==> src/rtl/div_pkg.sv <==
// Shared definitions for the sequential restoring divider: FSM encoding,
// width limit and the quotient pattern reported on divide-by-zero.
package div_pkg;

  localparam int DIV_MAX_WIDTH = 32;

  typedef enum logic [1:0] {
    ST_IDLE = 2'd0,
    ST_RUN  = 2'd1,
    ST_DONE = 2'd2
  } div_state_t;

  // All-ones in the low 'width' bits; the caller slices what it needs.
  function automatic logic [DIV_MAX_WIDTH-1:0] dbz_quotient(input int width);
    logic [63:0] mask;
    mask = (64'd1 << width) - 64'd1;
    return mask[DIV_MAX_WIDTH-1:0];
  endfunction

endpackage

==> src/rtl/full_adder.sv <==
// One-bit full adder cell shared by the arithmetic datapaths.
module full_adder (
  input  logic a,
  input  logic b,
  input  logic cin,
  output logic sum,
  output logic cout
);

  assign sum  = a ^ b ^ cin;
  assign cout = (a & b) | (cin & (a ^ b));

endmodule

==> src/rtl/trial_subtractor.sv <==
// N-bit ripple subtractor a - b built as a + ~b + 1 from full adder cells;
// borrow is the inverted final carry.
module trial_subtractor #(
  parameter int N = 9
) (
  input  logic [N-1:0] a,
  input  logic [N-1:0] b,
  output logic [N-1:0] diff,
  output logic         borrow
);

  logic [N:0] carry;

  assign carry[0] = 1'b1;

  for (genvar i = 0; i < N; i++) begin : g_bit
    full_adder u_fa (
      .a    (a[i]),
      .b    (~b[i]),
      .cin  (carry[i]),
      .sum  (diff[i]),
      .cout (carry[i+1])
    );
  end

  assign borrow = ~carry[N];

endmodule

==> src/rtl/seq_restoring_divider.sv <==
// Multi-cycle restoring divider, one quotient bit per clock, start/busy/done
// handshake. Define DIV_SIGNED_EN for two's complement operands.
//
// Handshake: start is sampled only in IDLE (busy=0); operands are captured on
// that edge. busy covers RUN and DONE; done is a one-cycle registered pulse
// during which quotient/remainder/div_by_zero are valid, and they hold until
// the next accepted operation completes.
module seq_restoring_divider
  import div_pkg::*;
#(
  parameter int WIDTH = 8
) (
  input  logic             clk,
  input  logic             rst,
  input  logic             start,
  input  logic [WIDTH-1:0] dividend,
  input  logic [WIDTH-1:0] divisor,
  output logic             busy,
  output logic             done,
  output logic [WIDTH-1:0] quotient,
  output logic [WIDTH-1:0] remainder,
  output logic             div_by_zero
);

  localparam int CW = (WIDTH > 2) ? $clog2(WIDTH) : 1;
  localparam logic [DIV_MAX_WIDTH-1:0] DBZ_PATTERN = dbz_quotient(WIDTH);

  div_state_t state_q, state_d;

  // Partial remainder stays below the divisor, so its top bit is always zero
  // and only WIDTH bits are kept.
  logic [WIDTH-1:0] r_q;
  logic [WIDTH-1:0] q_q;
  logic [WIDTH-1:0] d_q;
  logic [CW-1:0]    cnt_q;

  logic [WIDTH:0]   trial_a, trial_b, trial_diff;
  logic             trial_borrow, trial_fits;
  logic [WIDTH-1:0] r_next, q_next, r_fin, q_fin;
  logic [WIDTH-1:0] dvd_mag, dvs_mag;
  logic             accept, last;

  always_ff @(posedge clk or posedge rst) begin
    if (rst) state_q <= ST_IDLE;
    else     state_q <= state_d;
  end

  always_comb begin
    state_d = state_q;
    accept  = 1'b0;
    last    = 1'b0;
    case (state_q)
      ST_IDLE: begin
        if (start) begin
          accept  = 1'b1;
          state_d = (divisor == '0) ? ST_DONE : ST_RUN;
        end
      end
      ST_RUN: begin
        if (cnt_q == '0) begin
          last    = 1'b1;
          state_d = ST_DONE;
        end
      end
      ST_DONE: state_d = ST_IDLE;
      default: state_d = ST_IDLE;
    endcase
  end

  assign busy = (state_q == ST_RUN) || (state_q == ST_DONE);

  assign trial_a = {r_q, q_q[WIDTH-1]};
  assign trial_b = {1'b0, d_q};

  trial_subtractor #(
    .N (WIDTH + 1)
  ) u_trial (
    .a      (trial_a),
    .b      (trial_b),
    .diff   (trial_diff),
    .borrow (trial_borrow)
  );

  // A successful trial always lands below 2^WIDTH; requiring the top bit to
  // be clear as well keeps the stored remainder in range by construction.
  assign trial_fits = ~trial_borrow & ~trial_diff[WIDTH];
  assign r_next     = trial_fits ? trial_diff[WIDTH-1:0] : trial_a[WIDTH-1:0];
  assign q_next     = {q_q[WIDTH-2:0], trial_fits};

`ifdef DIV_SIGNED_EN
  logic neg_q_q, neg_r_q;

  assign dvd_mag = dividend[WIDTH-1] ? -dividend : dividend;
  assign dvs_mag = divisor[WIDTH-1]  ? -divisor  : divisor;
  // Quotient truncates toward zero; remainder follows the dividend's sign.
  assign q_fin   = neg_q_q ? -q_next : q_next;
  assign r_fin   = neg_r_q ? -r_next : r_next;

  always_ff @(posedge clk or posedge rst) begin
    if (rst) begin
      neg_q_q <= 1'b0;
      neg_r_q <= 1'b0;
    end else if (accept) begin
      neg_q_q <= dividend[WIDTH-1] ^ divisor[WIDTH-1];
      neg_r_q <= dividend[WIDTH-1];
    end
  end
`else
  assign dvd_mag = dividend;
  assign dvs_mag = divisor;
  assign q_fin   = q_next;
  assign r_fin   = r_next;
`endif

  always_ff @(posedge clk or posedge rst) begin
    if (rst) begin
      r_q         <= '0;
      q_q         <= '0;
      d_q         <= '0;
      cnt_q       <= '0;
      done        <= 1'b0;
      quotient    <= '0;
      remainder   <= '0;
      div_by_zero <= 1'b0;
    end else begin
      done <= 1'b0;
      if (accept) begin
        q_q   <= dvd_mag;
        d_q   <= dvs_mag;
        r_q   <= '0;
        cnt_q <= CW'(WIDTH - 1);
        if (divisor == '0) begin
          quotient    <= DBZ_PATTERN[WIDTH-1:0];
          remainder   <= dividend;
          div_by_zero <= 1'b1;
          done        <= 1'b1;
        end
      end else if (state_q == ST_RUN) begin
        r_q   <= r_next;
        q_q   <= q_next;
        cnt_q <= cnt_q - 1'b1;
        if (last) begin
          quotient    <= q_fin;
          remainder   <= r_fin;
          div_by_zero <= 1'b0;
          done        <= 1'b1;
        end
      end
    end
  end

endmodule

==> config.mk <==
export PLATFORM = sky130hd
export DESIGN_NAME = seq_restoring_divider
export DESIGN_NICKNAME = d
export VERILOG_FILES = /design/src/rtl/div_pkg.sv /design/src/rtl/full_adder.sv /design/src/rtl/trial_subtractor.sv /design/src/rtl/seq_restoring_divider.sv
export SDC_FILE = /design/constraint.sdc
export NUM_CORES = 1
export LEC_CHECK = 0
export ABC_CLOCK_PERIOD_IN_PS = 5500
export BUFFER_PORTS_ARGS = -buffer_cell sky130_fd_sc_hd__buf_2
export CORE_ASPECT_RATIO = 1.25
export CORE_UTILIZATION = 50
export DETAILED_ROUTE_END_ITERATION = 6
export PLACE_DENSITY = 0.68
export SLEW_MARGIN = 20
export SYNTH_ARGS = -nofsm -noshare
export SYNTH_HDL_FRONTEND = slang
export SYNTH_SLANG_ARGS = --single-unit
export TNS_END_PERCENT = 5
==> constraint.sdc <==
create_clock -name clk -period 5.5 [get_ports clk]
set_input_delay 0.55 -clock clk [delete_from_list [all_inputs] [get_ports clk]]
set_output_delay 0.55 -clock clk [all_outputs]
set_load 0.02 [all_outputs]
Yosys cells after proc, flatten, opt, wreduce, memory -nomap -nowiden

Index checks and enable logic that the tools add are counted.

Bits in read-only memories: 0
Memories kept: 0
Logic and storage cells: 107
Latch bits: 0
Bits in registers: 47
RAM bits: 0
Output and inout bits: 19

Shift operators: 0
Mux-type cells: 31
Equality and inequality tests: 5
Divide/modulo/power cells: 0
Reductions and logical operators: 8
Add/sub/neg operators: 1
Order comparisons: 0
Bitwise operators: 53
Multipliers: 0

Operators by type and width:

| kind                | count |
|---|---|
| $mux 8              | 13 |
| $and 1x1->1         | 17 |
| $xor 1x1->1         | 16 |
| $mux 1              | 12 |
| $not 1->1           | 11 |
| $or 1x1->1          | 9 |
| $logic_not 8->1     | 1 |
| $mux 2              | 3 |
| $mux 3              | 2 |
| $ne 2x2->1 const B  | 2 |
| $pmux 2 s2          | 1 |
| $reduce_bool 2->1   | 2 |
| $logic_not 3->1     | 1 |
| $reduce_and 3->1    | 1 |
| $sub 3x1->3 const B | 1 |
| $eq 2x1->1 const B  | 1 |
| $eq 2x2->1 const B  | 1 |
| $logic_not 2->1     | 1 |
| $ne 2x1->1 const B  | 1 |
| $reduce_and 2->1    | 1 |
| $logic_or 1x1->1    | 1 |

Longest topological paths before layout

Depth in word-level cells: 24
Gate-level depth with buffers: 19

By module

From an unflattened synthesis, not the netlist that was laid out.

Cell total of the unflattened synthesis: 228
Area, all modules: 2,366.0 um^2

Modules (own cells, without submodules):

| module                | cells each | instances | sequential area each (um^2) | area each (um^2) |
|---|---|---|---|---|
| seq_restoring_divider | 208        | 1         | 1,176.1                     | 2,144.6 |
| full_adder            | 1          | 9         | 0.0                         | 20.0 |
| trial_subtractor      | 11         | 1         | 0.0                         | 41.3 |

Least setup slack after synthesis

OpenSTA, ideal clock, no wires.

Kind: register to register
Start point: reg q_q[7]
End point: reg remainder[1]
Arrival: 3.935 ns
Clock period less this slack: 4.060 ns
Cell stages (with the launch flop): 19
Data required time: 5.375 ns
Buffers on the path: 0
Library setup time: 0.125 ns
Setup slack: 1.440 ns
Path through: dfrtp_1 inv_1 ha_1 inv_1 fa_1 inv_1 fa_1 inv_1 fa_1 inv_1 fa_1 fa_1 fa_1 inv_1 fa_1 xor2_2 mux2i_1 a21oi_1 mux2_2

Longest elaborated chain between the ends: 23
Elaborated cells between the ends (all ways): 27

RTL lines:

| what                                              | line                                          | RTL |
|---|---|---|
| start, declared                                   | seq_restoring_divider.sv:33                   | `logic [WIDTH-1:0] q_q;` |
| start signal, assigned                            | seq_restoring_divider.sv:128                  | `q_q <= dvd_mag;` |
| start signal, assigned                            | seq_restoring_divider.sv:140                  | `q_q <= q_next;` |
| $and 1x1->1 / $xor 1x1->1 (equally long branches) | full_adder.sv:11                              | `assign cout = (a & b) \| (cin & (a ^ b));` |
| $or 1x1->1 *                                      | full_adder.sv:11                              |  |
| $and 1x1->1                                       | full_adder.sv:11                              |  |
| $or 1x1->1                                        | full_adder.sv:11                              |  |
| $and 1x1->1                                       | full_adder.sv:11                              |  |
| $or 1x1->1                                        | full_adder.sv:11                              |  |
| $and 1x1->1                                       | full_adder.sv:11                              |  |
| $or 1x1->1                                        | full_adder.sv:11                              |  |
| [... 7 more ...]                                  | --                                            |  |
| $or 1x1->1                                        | full_adder.sv:11                              |  |
| $and 1x1->1 / $xor 1x1->1 (equally long branches) | full_adder.sv:11, full_adder.sv:10            |  |
| $or 1x1->1 / $not 1->1 (equally long branches)    | full_adder.sv:11, seq_restoring_divider.sv:86 |  |
| $and 1x1->1                                       | seq_restoring_divider.sv:86                   | `assign trial_fits = ~trial_borrow & ~trial_diff[WIDTH];` |
| $mux 8 *                                          | seq_restoring_divider.sv:87                   | `assign r_next = trial_fits ? trial_diff[WIDTH-1:0] : trial_a[WIDTH-1:0];` |
| $mux 8 *                                          | seq_restoring_divider.sv:142                  | `if (last) begin` |
| $mux 8 *                                          | seq_restoring_divider.sv:138                  | `end else if (state_q == ST_RUN) begin` |
| $mux 8 *                                          | seq_restoring_divider.sv:127                  | `if (accept) begin` |
| end signal, assigned                              | seq_restoring_divider.sv:134                  | `remainder <= dividend;` |
| end signal, assigned                              | seq_restoring_divider.sv:144                  | `remainder <= r_fin;` |
| end, declared                                     | seq_restoring_divider.sv:21                   | `output logic [WIDTH-1:0] remainder,` |

Mark *: on every way between the ends. The rest lies on a longest branch, timed or not. The select of a mux whose other input is x is not followed.
A chain may end at the register's enable or synchronous reset.

Final worst setup path

Ends and elaborated chain as after synthesis.

==> impl_summary.md <==
Outcome
The run finished with clean final reports.

Synthesis
Each instance of the synthesized netlist takes up on average 10.54 µm². After synthesis, the netlist uses 32 different library cells. The share of async-settable or async-resettable flops after synthesis is 1.000. The post-synthesis instance area is 2361 µm².

The net count after synthesis is 255. The Yosys step of the flow raised 0 warnings. In this run, synthesis produced a sequential element count of 47.

For this run, the register share of the synthesized area comes to 0.4981. Synthesis handed over a netlist of 224 instances. The number of flops mapped to enable cells by yosys is 0. Among all flip-flop cells after synthesis, the most frequent one is dfrtp_1.

Route
The routed wire length per instance is 14.22 µm. The overall via count from detail_route is 1721. After the first detailed-routing iteration, the DRC count stood at 86. The first-pass detailed-route iteration total is 5. The number of design rule violations left after detail routing is 0. Dividing the detail-routed via count by the number of cells gives 5.412.

The detail route stage leaves a number of antenna-violating nets equal to 0. The routed wire length is 4521 µm.

Finish
At the end of the flow the core is filled with cells to 0.5976. The number of antenna repair diodes is 0. The area taken by multi-input logic gates is 1045 µm². The signed area change from the synthesized netlist to the final layout is 12.88%. The library cells used most frequently in the layout, excluding fill and tap cells, are dfrtp_1 (47), buf_2 (37), nand2_1 (32). In the final layout, flip-flops and latches occupy 1176 µm². The number of filler cells placed in the layout is 425. Of the cells placed in the final design, the portion with a size suffix greater than 1 is 0.2269.

The library cell used most frequently in the layout, excluding fill and tap cells, is dfrtp_1. The final net count is 290.

GRT
Entering global routing, the biggest net connects 48 pins. The initial antenna violation count is 0. The all-layer global routing usage is 0.2038. The via count of the first global-routing pass is 1639. The first global-routing pass estimated 7790 µm of wire. Global routing finished with a remaining overflow of 0.

Power
Across the VDD grid, the largest voltage drop is 0.0003453 V. In this run the power density over the cells is 572.5 nW/µm². Overall power consumption after layout is estimated at 0.001526 W. Summed over all cells, the static leakage comes to 1.311 nW.

STA
Setup violations remaining at the end of the flow were counted as 0. The fmax is 230.6 MHz. Adding up every negative setup slack in the final design gives 0 ns. The worst-margin pin slew is 0.9908 ns.

The max-slew headroom at the worst pin is 0.3395. The number of slew-limit violations in the final report came to 0. The minimum period implied by the final worst setup slack is 4.337 ns. The period utilization is 0.7886. Between clock sinks in the finished design, the worst skew comes to 0.01202 ns. Setup repair after global routing left no endpoint under its margin. The number of hold violations in the final report came to 0.

Worst setup path
The launching point of the worst reg2reg path is q_q[7]$_DFFE_PP0P_. The signal arrival time at the worst endpoint is 4.53 ns. The worst setup path is of the register to register kind. STA puts the critical path data required time at 5.70 ns.

STA classifies the critical path endpoint as a register. The flop-to-flop setup slack is 1.16 ns. The maximum fanout along the worst path is 26.

The nature of the critical path startpoint is a register. The logic depth of the worst register-to-register path is 19. The endpoint identified for the worst register-to-register timing path is remainder[1]$_DFFE_PP0P_.

Clocking
The clock-pin slew on the worst setup and hold paths is 0.08 ns. The number of buffers created by CTS is 5. Hold repair after CTS inserted 0 buffers. The insertion delay of the later-clocked pin in the worst-skew pair is 0.31 ns. The clock tree buffer depth is 2.

Once the clock tree was built, the setup fixing pass inserted 0 buffers. TritonCTS built the clock tree. CTS built an H-tree with a depth of 2. The root buffer cell chosen for the clock tree is clkbuf_8. For this design, the sink count on the clock tree is 47. The quantity of gates resized following cts is 0.

Min path
The critical hold path startpoint is divisor[6]. The worst hold path was traced through 3 stages. The worst hold path belongs to the class primary input to register.

For hold timing, the worst endpoint is d_q[6]$_DFFE_PP0P_.

Die
The overall die area is 5003 µm². From left edge to right edge, the die measures 63.46 µm. The placeable core area is 4459 µm².

The die is 78.83 µm tall. For this configuration, the core starts out at a cell density of 0.5295. After floorplanning, the core was divided into 27 placement rows. In this run the count of I/O pins placed on the die edge is 38.

Place
Summed over all nets, the half-perimeter wirelength after detailed placement is 3086 µm. Routability-driven placement finished with a final weighted congestion of 0.8029. The number of buffers added on ports is 37.

Run
Across the run, the number of max-cap violations was 0.
==> synthesized netlist by cell type (all sizes together) (2+ instances only) <==
cell type / number / area (µm²)
a211oi: 2 / 15.01
clkbuf: 6 / 22.52
o211ai: 5 / 37.54
a311oi: 5 / 43.79
mux2i: 10 / 100.1
mux2: 8 / 90.09
inv: 21 / 78.83
nor4: 2 / 12.51
nor3: 5 / 25.02
dfrtp: 47 / 1176
nor2: 11 / 41.29
nand2b: 6 / 37.54
o21ai: 12 / 71.32
ha: 5 / 62.56
fa: 7 / 140.1
o22a: 8 / 70.07
a21oi: 16 / 80.08
buf: 6 / 38.78
nand2: 32 / 120.1
==> layer usage <==
layer,global-route usage,vias up,part of all wire
met1,0.2746,842,0.48
met2,0.3213,36,0.47
met4,0.07500,0,0.015
li1,-,838,-
met5,0,-,0
met3,0.04598,5,0.036
==> worst max-delay path, stage by stage, from the launching register on <==
cell and delay, ns:
dfrtp_1 0.38, inv_1 0.06, ha_1 0.18, inv_1 0.07, fa_1 0.16, inv_1 0.05
fa_1 0.37, inv_1 0.08, fa_1 0.16, inv_1 0.05, fa_1 0.41, fa_1 0.42
fa_1 0.39, inv_1 0.08, fa_1 0.29, xor2_2 0.14, buf_4 0.27, mux2i_1 0.28
a21oi_1 0.09, mux2_2 0.27
==> metrics by stage <==
step           instances  instance area [µm²]  hold slack, ns  setup WS, ns
2_1_floorplan        224                 2361          0.4523         1.440
3_3_place_gp         310                 2580          0.4604         1.246
3_5_place_dp         310                 2580          0.4703         1.165
4_1_cts              318                 2665          0.4380         1.150
5_1_grt              318                 2665          0.4493        0.8508
6_report             318                 2665          0.4455         1.163
==> where the power goes <==
group          internal [W]  switching (W)  total, W  leakage (nW)
clock network     0.0000889       0.000114  0.000203        0.0412
logic              0.000322       0.000461  0.000784         0.673
registers          0.000458      0.0000812  0.000539         0.597
==> cell type report <==
type	count	share of cell area
inverter	21	0.02958
sequential	47	0.4413
clock inverter	2	0.004695
timing repair buffer	40	0.07793
multi-input combinational	144	0.3920
clock buffer	6	0.02723
tap	58	0.02723
==> cell families after synthesis <==
kind of cell	count (synthesis)	synth area share
xor gates and xnor gates	2	0.01060
buffers and inverters	33	0.05935
AOI/OAI and AO/OA	52	0.1505
muxes	18	0.08055
DFF	47	0.4981
and+or+nand+nor	60	0.1150
adders and majority gates	12	0.08585
==> sequential cells by signal, summed over array words and instances (netlist names) <==
register / flops
div_by_zero: 1
state_q: 2
r_q: 8
remainder: 8
q_q: 8
done: 1
d_q: 8
cnt_q: 3
quotient: 8
==> worst max-delay path by stage <==
stage / from / end / slack, ns / cells after the start
finish: q_q[7]$_DFFE_PP0P_ / remainder[1]$_DFFE_PP0P_ / 1.16 / 19
global route: q_q[7]$_DFFE_PP0P_ / remainder[3]$_DFFE_PP0P_ / 0.85 / 19
CTS: q_q[7]$_DFFE_PP0P_ / remainder[1]$_DFFE_PP0P_ / 1.15 / 19
detailed placement: q_q[7]$_DFFE_PP0P_ / remainder[3]$_DFFE_PP0P_ / 1.17 / 19
global placement: q_q[7]$_DFFE_PP0P_ / remainder[1]$_DFFE_PP0P_ / 1.25 / 19
floorplan: q_q[7]$_DFFE_PP0P_ / remainder[1]$_DFFE_PP0P_ / 1.44 / 18
No activity file was read; power rests on OpenSTA's default activity.
